### config.mk
export PLATFORM = sky130hd
export DESIGN_NAME = silife_grid_dumper_flat
export DESIGN_NICKNAME = d
export VERILOG_FILES = /design/src/rtl/silife_grid_dumper_if.sv /design/src/rtl/silife_grid_dumper.sv /design/src/flat_wrapper.sv
export SDC_FILE = /design/constraint.sdc
export NUM_CORES = 1
export LEC_CHECK = 0
export ABC_AREA = 1
export CAP_MARGIN = 15
export CORE_MARGIN = 4
export CORE_UTILIZATION = 58
export CTS_CLUSTER_SIZE = 14
export DETAILED_ROUTE_END_ITERATION = 16
export PLACE_DENSITY = 0.85
export SYNTH_ARGS = -nofsm -noshare
export SYNTH_HDL_FRONTEND = slang
export SYNTH_SLANG_ARGS = --single-unit
### constraint.sdc
create_clock -name clk -period 2.82 [get_ports clk]
set_input_delay 0.282 -clock clk [delete_from_list [all_inputs] [get_ports clk]]
set_output_delay 0.282 -clock clk [all_outputs]
set_load 0.005 [all_outputs]
### src/rtl/silife_grid_dumper_if.sv
// ============================================================================
//  Module   : silife_grid_dumper_if
//  Purpose  : Serial dump port bundle (chip select, serial clock, MOSI, MISO,
//             MISO pad output enable) between an SPI-like master and the
//             grid dumper.
//  Revision : 1.0 - initial release
// ============================================================================
`default_nettype none

interface silife_grid_dumper_if;
  logic i_dump_cs;
  logic i_dump_clk;
  logic i_dump_data;
  logic o_dump_data;
  logic o_dump_oe;

  modport master (
    output i_dump_cs,
    output i_dump_clk,
    output i_dump_data,
    input  o_dump_data,
    input  o_dump_oe
  );

  modport slave (
    input  i_dump_cs,
    input  i_dump_clk,
    input  i_dump_data,
    output o_dump_data,
    output o_dump_oe
  );
endinterface

`default_nettype wire

### src/rtl/silife_grid_dumper.sv
// ============================================================================
//  Module   : silife_grid_dumper
//  Purpose  : Serial read-back of the cell grid. The master sends a 15-bit
//             segment address and a 16-bit start row (MSB first). When the
//             segment matches this chip, whole rows are fetched and shifted
//             out MSB (cell WIDTH-1) first, one bit per serial clock, with
//             rows auto-incrementing and wrapping at HEIGHT.
//  Options  : SILIFE_DUMP_PARITY_EN - append an even-parity bit after each
//             row (WIDTH+1 serial clocks per row).
//  Revision : 1.0 - initial release
// ============================================================================
`default_nettype none

module silife_grid_dumper #(
  parameter  int WIDTH    = 32,
  parameter  int HEIGHT   = 32,
  localparam int ROW_BITS = $clog2(HEIGHT)
) (
  input  wire logic                 clk,
  input  wire logic                 reset_n,
  silife_grid_dumper_if.slave       dump,
  input  wire logic [14:0]          i_local_address,
  output logic      [ROW_BITS-1:0]  o_row_select,
  input  wire logic [WIDTH-1:0]     i_row_cells,
  output logic                      o_active
);

  // One counter serves the address phases (up to 15) and the cell phase.
  localparam int CNT_BITS = ($clog2(WIDTH) > 4) ? $clog2(WIDTH) : 4;

  typedef enum logic [2:0] {
    S_IDLE  = 3'd0,
    S_SEG   = 3'd1,
    S_ROW   = 3'd2,
    S_FETCH = 3'd3,
    S_CELL  = 3'd4
  } state_t;

  logic [1:0]          cs_sync_q;
  logic [1:0]          sclk_sync_q;
  logic [1:0]          mosi_sync_q;
  logic                sclk_prev_q;

  state_t              state_q;
  logic [14:0]         seg_q;
  logic [15:0]         row_q;
  logic [CNT_BITS-1:0] cnt_q;
  logic                fetch_ph_q;
  logic [WIDTH-1:0]    shift_q;
  logic [ROW_BITS-1:0] row_sel_q;
  logic                dump_data_q;
  logic                dump_oe_q;
  logic                active_q;
`ifdef SILIFE_DUMP_PARITY_EN
  logic                parity_q;
  logic                par_ph_q;
`endif

  logic cs_s;
  logic mosi_s;
  logic sclk_rise;
  logic sclk_fall;
  logic matched;

  assign cs_s      = cs_sync_q[1];
  assign mosi_s    = mosi_sync_q[1];
  assign sclk_rise =  sclk_sync_q[1] & ~sclk_prev_q;
  assign sclk_fall = ~sclk_sync_q[1] &  sclk_prev_q;
  // The broadcast segment never drives MISO so several chips cannot fight.
  assign matched   = (seg_q == i_local_address) && (seg_q != 15'h7fff);

  assign dump.o_dump_data = dump_data_q;
  assign dump.o_dump_oe   = dump_oe_q;
  assign o_row_select     = row_sel_q;
  assign o_active         = active_q;

  // Two-flop synchronizers for the asynchronous serial inputs plus edge history.
  always_ff @(posedge clk or negedge reset_n) begin
    if (!reset_n) begin
      cs_sync_q   <= 2'b11;
      sclk_sync_q <= 2'b00;
      mosi_sync_q <= 2'b00;
      sclk_prev_q <= 1'b0;
    end else begin
      cs_sync_q   <= {cs_sync_q[0],   dump.i_dump_cs};
      sclk_sync_q <= {sclk_sync_q[0], dump.i_dump_clk};
      mosi_sync_q <= {mosi_sync_q[0], dump.i_dump_data};
      sclk_prev_q <= sclk_sync_q[1];
    end
  end

  // Command decode, row fetch and cell shifting with registered outputs.
  always_ff @(posedge clk or negedge reset_n) begin
    if (!reset_n) begin
      state_q     <= S_IDLE;
      seg_q       <= '0;
      row_q       <= '0;
      cnt_q       <= '0;
      fetch_ph_q  <= 1'b0;
      shift_q     <= '0;
      row_sel_q   <= '0;
      dump_data_q <= 1'b0;
      dump_oe_q   <= 1'b0;
      active_q    <= 1'b0;
`ifdef SILIFE_DUMP_PARITY_EN
      parity_q    <= 1'b0;
      par_ph_q    <= 1'b0;
`endif
    end else if (cs_s) begin
      // Deselect aborts any transfer; the grid is never written, so nothing to undo.
      state_q    <= S_IDLE;
      seg_q      <= '0;
      row_q      <= '0;
      cnt_q      <= '0;
      fetch_ph_q <= 1'b0;
      dump_oe_q  <= 1'b0;
      active_q   <= 1'b0;
`ifdef SILIFE_DUMP_PARITY_EN
      par_ph_q   <= 1'b0;
`endif
    end else begin
      case (state_q)
        S_IDLE: begin
          if (sclk_rise) begin
            seg_q   <= {14'd0, mosi_s};
            cnt_q   <= CNT_BITS'(13);
            state_q <= S_SEG;
          end
        end
        // Address bits arrive MSB first, so shifting left lands them in place.
        S_SEG: begin
          if (sclk_rise) begin
            seg_q <= {seg_q[13:0], mosi_s};
            if (cnt_q == '0) begin
              cnt_q   <= CNT_BITS'(15);
              state_q <= S_ROW;
            end else begin
              cnt_q <= cnt_q - 1'b1;
            end
          end
        end
        S_ROW: begin
          if (sclk_rise) begin
            row_q <= {row_q[14:0], mosi_s};
            if (cnt_q == '0) begin
              fetch_ph_q <= 1'b0;
              state_q    <= S_FETCH;
            end else begin
              cnt_q <= cnt_q - 1'b1;
            end
          end
        end
        // Cycle 1 presents the row to the grid, cycle 2 captures its cells.
        S_FETCH: begin
          if (!fetch_ph_q) begin
            row_sel_q  <= row_q[ROW_BITS-1:0];
            fetch_ph_q <= 1'b1;
          end else begin
            shift_q    <= i_row_cells;
            cnt_q      <= CNT_BITS'(WIDTH - 1);
            active_q   <= matched;
            fetch_ph_q <= 1'b0;
            state_q    <= S_CELL;
`ifdef SILIFE_DUMP_PARITY_EN
            parity_q   <= ^i_row_cells;
`endif
          end
        end
        S_CELL: begin
          if (sclk_fall) begin
`ifdef SILIFE_DUMP_PARITY_EN
            dump_data_q <= par_ph_q ? parity_q : shift_q[WIDTH-1];
`else
            dump_data_q <= shift_q[WIDTH-1];
`endif
            dump_oe_q   <= matched;
          end else if (sclk_rise) begin
`ifdef SILIFE_DUMP_PARITY_EN
            if (par_ph_q) begin
              par_ph_q <= 1'b0;
              row_q    <= row_q + 16'd1;
              state_q  <= S_FETCH;
            end else begin
              shift_q <= {shift_q[WIDTH-2:0], 1'b0};
              if (cnt_q == '0) begin
                par_ph_q <= 1'b1;
              end else begin
                cnt_q <= cnt_q - 1'b1;
              end
            end
`else
            shift_q <= {shift_q[WIDTH-2:0], 1'b0};
            if (cnt_q == '0) begin
              row_q   <= row_q + 16'd1;
              state_q <= S_FETCH;
            end else begin
              cnt_q <= cnt_q - 1'b1;
            end
`endif
          end
        end
        default: state_q <= S_IDLE;
      endcase
    end
  end

endmodule

`default_nettype wire

### src/flat_wrapper.sv
// flat-port wrapper written by rule: the top's interface ports become plain ports
module silife_grid_dumper_flat 
#(
  parameter  int WIDTH    = 32,
  parameter  int HEIGHT   = 32,
  localparam int ROW_BITS = $clog2(HEIGHT)
)
  (clk, reset_n, i_local_address, o_row_select, i_row_cells, o_active, dump_i_dump_cs, dump_i_dump_clk, dump_i_dump_data, dump_o_dump_data, dump_o_dump_oe);
  silife_grid_dumper_if dump_i ();
  input  wire logic clk;
  input  wire logic reset_n;
  input  wire logic [14:0] i_local_address;
  output logic      [ROW_BITS-1:0] o_row_select;
  input  wire logic [WIDTH-1:0] i_row_cells;
  output logic o_active;
  input wire logic [$bits(dump_i.i_dump_cs)-1:0] dump_i_dump_cs;
  input wire logic [$bits(dump_i.i_dump_clk)-1:0] dump_i_dump_clk;
  input wire logic [$bits(dump_i.i_dump_data)-1:0] dump_i_dump_data;
  output wire logic [$bits(dump_i.o_dump_data)-1:0] dump_o_dump_data;
  output wire logic [$bits(dump_i.o_dump_oe)-1:0] dump_o_dump_oe;
  assign dump_i.i_dump_cs = dump_i_dump_cs;
  assign dump_i.i_dump_clk = dump_i_dump_clk;
  assign dump_i.i_dump_data = dump_i_dump_data;
  assign dump_o_dump_data = dump_i.o_dump_data;
  assign dump_o_dump_oe = dump_i.o_dump_oe;
  silife_grid_dumper #(.WIDTH(WIDTH), .HEIGHT(HEIGHT)) u_core (.clk(clk), .reset_n(reset_n), .dump(dump_i), .i_local_address(i_local_address), .o_row_select(o_row_select), .i_row_cells(i_row_cells), .o_active(o_active));
endmodule
* After elaboration in Yosys (flattened, before gate mapping)
Cells that the tools add are included.
Word-level totals: flip-flop bits (word level) 87, latch bits 0, RAM bits 0, ROM bits 0, bits of input ports 52, output and inout port bits 8, logic and storage cells 105, memories kept 0
Cells by class: $add $sub $neg 2, multipliers 0, divide/modulo/power cells 0, $lt $le $gt $ge 0, eq/ne operators 18, shift operators 0, multiplexer cells 43, bitwise operators 6, reductions and logical operators 22
Operators by type and width (number):
- $mux W32 | 3
- $mux W16 | 5
- $pmux W32 S2 | 1
- $mux W15 | 3
- $mux W5 | 8
- $pmux W16 S2 | 1
- $pmux W15 S2 | 1
- $pmux W5 S5 | 1
- $mux W3 | 8
- $ne A3 B1 Y1 const B | 8
- $reduce_and A5 Y1 | 4
- $add A16 B1 Y16 const B | 1
- $eq A15 B15 Y1 | 1
- $ne A15 B15 Y1 const B | 1
- $pmux W3 S5 | 1
- $reduce_and A3 Y1 | 4
- $mux W1 | 10
- $reduce_bool A2 Y1 | 5
- $reduce_bool A3 Y1 | 3
- $eq A3 B2 Y1 const B | 2
- $reduce_bool A6 Y1 | 1
- $logic_not A5 Y1 | 1
- $sub A5 B1 Y5 const B | 1
- $ne A2 B1 Y1 const B | 2
- other kinds (10) | 15

* Longest topological paths before layout
depth after elaboration 6, gate-level depth with buffers 10, gate-level depth less buffers 10

* Worst setup path after synthesis
No wires, ideal clock.
path type register to register, from register u_core.cs_sync_q[1], to register u_core.seg_q[10], library setup time 133 ps, arrival 1324 ps, required time 2687 ps, slack 1363 ps, stages on the path, launching flop included 6, path buffers 2, clock period less this slack 1457 ps, cells stage by stage dfstp_2 buf_2 nor2_1 a21oi_2 buf_2 o22ai_1
On the way: longest elaborated chain between the ends 2, elaborated cells on any way between the ends 5, those cells by class eq/ne (2); mux (1); reduce/logical (2)
RTL lines:
- from (decl) | RTL line silife_grid_dumper.sv:39 | logic [1:0] cs_sync_q;
- from (signal assigned) | RTL line silife_grid_dumper.sv:85 | cs_sync_q <= {cs_sync_q[0], dump.i_dump_cs};
- $ne A3 B1 Y1 (no source line) or $reduce_bool A3 Y1 (tied branches)
- $reduce_and A3 Y1 (no source line)
- to (signal assigned) | RTL line silife_grid_dumper.sv:125 | seg_q <= {14'd0, mosi_s};
- to (signal assigned) | RTL line silife_grid_dumper.sv:133 | seg_q <= {seg_q[13:0], mosi_s};
- to (decl) | RTL line silife_grid_dumper.sv:45 | logic [14:0] seg_q;
Parallel ways exist; a longest one is shown, timed or not. A chain may end at the register's enable or synchronous reset.

* Final worst setup path
from register u_core.cs_sync_q[1], to register u_core.shift_q[5]
On the way: longest elaborated chain between the ends 2
RTL lines:
- $not A1 Y1 (no source line)
- $reduce_and A5 Y1 (no source line)
- to (signal assigned) | RTL line silife_grid_dumper.sv:159 | shift_q <= i_row_cells;
- to (signal assigned) | RTL line silife_grid_dumper.sv:192 | shift_q <= {shift_q[WIDTH-2:0], 1'b0};
- to (decl) | RTL line silife_grid_dumper.sv:49 | logic [WIDTH-1:0] shift_q;
Every way passes these cells.

==> metrics.yaml <==
antenna_left: 0
reg2reg_setup_slack_ps: 800
diodes: 0
overflow: 0
min_path_type: "in2async"
grtUsageTotal_pct: 21.5
finalCriticalPeriod_ps: 2020
syn2layout_area_growth_pct: 19.8
critical_path_arrival_ps: 2220
portBuffers: 59
worst_pin_slew_ps: 920
synth.area.top_cells: "dfrtp_1 (47%), nand2_1 (16%), o21ai_0 (7.7%), inv_1 (7.5%), o21ai_1 (2.9%)"
grt_pass1_vias: 3444
critPathCaptureType: "flop"
period_share_pct: 71.7
hold_violations: 0
synth_seq_cells: 76
drive_above_1_share_pct: 5.96
die_x_um: 90.8
outcome: "complete, no violations"
post-place-ws_ps: 831
num_rows: 29
final_common_cell: "nand2_1"
synthDominantCellAreaShare_pct: 46.6
maxCapViolations: 0
vias: 3459
slew_viol_final: 0
vdd_drop_max_uv: 555
synth_area_sq_um: 3980
final_cell_mix: "nand2_1 (169), inv_1 (79), dfrtp_1 (74), o21ai_0 (61), clkdlybuf4s50_1 (58)"
syn-instance-count: 529
rsz0062_at_grt: "no"
wl_um: 8450
postCtsSetupBuffers: 0
final_core_util_pct: 73.4
ff2ff_path_depth: 6
max_slew_margin_pct: 38.6
drc: 0
viasPerCell: 5.21
clock-skew-final_ps: 12.1
syn_avg_cell_area_sq_um: 7.52
cts.htree.levels: 3
gp_congestion: 0.840
critPathKind: "reg2reg"
dr.pass1.iters: 5
boundaryPins: 60
grt_max_degree: 77
ctsHoldBuffers: 0
die_area_sq_um: 8240
die_h_um: 90.8
core_sq_um: 6490
startpoint_type: "flop"
fillCellCount: 507
cts_sinks: 76
fin_ws_ps: 798
synth_top_area_cell: "dfrtp_1"
clk_latency_ps: 350
initial_core_util_pct: 61.2
hpwl_um: 5880
multi_input_area_sq_um: 1650
regArea_sq_um: 1900
postCtsResizedCells: 0
powerDensity_nw_per_um2: 800
fin_setup_tns_ps: 0
syn_nets: 583
setup_viol: 0
static-leakage-power_nw: 2.32
cts_inserted_buffers: 9
drt_iter0_markers: 228
cts_tree: "built"
synth_cell_types: 31
clock_path_buffers: 2
async_flop_share_pct: 100
fin_nets: 636
grt_pass1_wl_um: 14700
reg2reg_from: "u_core.cs_sync_q[1]$_DFF_PN1_"
cts_root_buf: "clkbuf_8"
yosysWarnings: 0
synth-main-ff-cell: "dfrtp_1"
routedWlPerCell_um: 12.7
clk_pin_slew_ps: 70
fmax_mhz: 495
worst_r2r_endpoint: "u_core.shift_q[5]$_DFFE_PN0P_"
ys_seq_area_share_pct: 47.9
crit_required_ps: 3010
antenna_found_initial: 0
path_max_fanout: 63
synth_edf_count: 0
[metal layers]
metal	routed length (um)	global-route usage, %	part of all wire (%)	vias up
met1	3890	27.1	46	1584
met5	0	0	0	-
met2	4090	37.3	48	89
met4	80	6.28	0.95	0
li1	-	-	-	1776
met3	397	4.50	4.7	10
[cell type report]
cell class / instances / share of cell area (%)
clock buffers: 12 / 3.05
clock inverters: 4 / 1.52
inverters: 81 / 6.38
multi-input cells: 354 / 34.6
flip-flops and latches: 76 / 40.0
well taps: 77 / 2.02
repair buffers: 60 / 12.5
[state kept, by name, indices dropped and copies added, names as in the netlist]
signal and flops:
u_core.cnt_q 5, u_core.cs_sync_q 2, u_core.dump.o_dump_data 1, u_core.dump.o_dump_oe 1, u_core.fetch_ph_q 1, u_core.mosi_sync_q 2
u_core.o_active 1, u_core.o_row_select 5, u_core.row_q 5, u_core.sclk_prev_q 1, u_core.sclk_sync_q 2, u_core.seg_q 15
u_core.shift_q 32, u_core.state_q 3
[cells in the mapped netlist, types with 2 or more instances]
cell type and count:
nor3_1 3, nor2_2 3, o21ai_1 23, buf_6 4
inv_1 79, buf_4 6, o22ai_1 16, inv_2 2
buf_2 2, nor2_1 30, nand2_2 2, o21ai_0 61
nand4_1 4, dfrtp_1 74, nand2_1 170, dfstp_2 2
xnor2_1 5, a21oi_1 5, clkbuf_1 5, nand3_1 19
nand3_2 3, ha_1 2
[where the power goes]
part	internal (W)	switching (W)
registers	0.00143	0.000169
clock network	0.000522	0.000394
logic	0.000489	0.000809
[metrics by stage]
stage | cell area [sq um] | std cells | total power (W) | hold WS [ps]
after floorplan | 3980 | 529 | 0.00253 | -13.6
after global placement | 4550 | 648 | 0.00283 | 334
after detailed placement | 4550 | 648 | 0.00289 | 338
after CTS | 4760 | 664 | 0.00382 | 116
after global routing | 4760 | 664 | 0.00412 | 151
final | 4760 | 664 | 0.00381 | 69.2
[critical path: stages, from the launching register on]
cell,delay [ps]
dfstp_2,450
inv_2,240
nand3_2,190
o21ai_2,110
nand2_2,110
nor2_8,550
o21ai_0,200
[how the worst max path moves through the flow]
stage,start,endpoint,slack [ps],cells past startpoint
final,u_core.cs_sync_q[1]$_DFF_PN1_,u_core.shift_q[5]$_DFFE_PN0P_,800,6
after global routing,u_core.state_q[0]$_DFFE_PN0P_,u_core.shift_q[5]$_DFFE_PN0P_,570,5
after CTS,u_core.state_q[0]$_DFFE_PN0P_,u_core.shift_q[5]$_DFFE_PN0P_,800,5
after detailed placement,u_core.state_q[0]$_DFFE_PN0P_,u_core.shift_q[5]$_DFFE_PN0P_,830,5
after global placement,u_core.state_q[0]$_DFFE_PN0P_,u_core.shift_q[0]$_DFFE_PN0P_,940,6
after floorplan,u_core.cs_sync_q[1]$_DFF_PN1_,u_core.seg_q[10]$_DFFE_PN0P_,1360,5
[cell families (layout without fill, tap and decap cells)]
family / count (synthesis) / in the layout / share of synthesized area, %
multiplexers: 1 / 1 / 0.283
adder cells (fa/ha/maj): 2 / 2 / 0.629
XOR/XNOR: 6 / 6 / 1.32
buffers and inverters: 99 / 157 / 10.8
AND/OR/NAND/NOR: 238 / 238 / 25.0
AO/OA/AOI/OAI: 107 / 107 / 14.2
flip-flops: 76 / 76 / 47.9
Note: power is estimated with default switching activity, not from simulation.
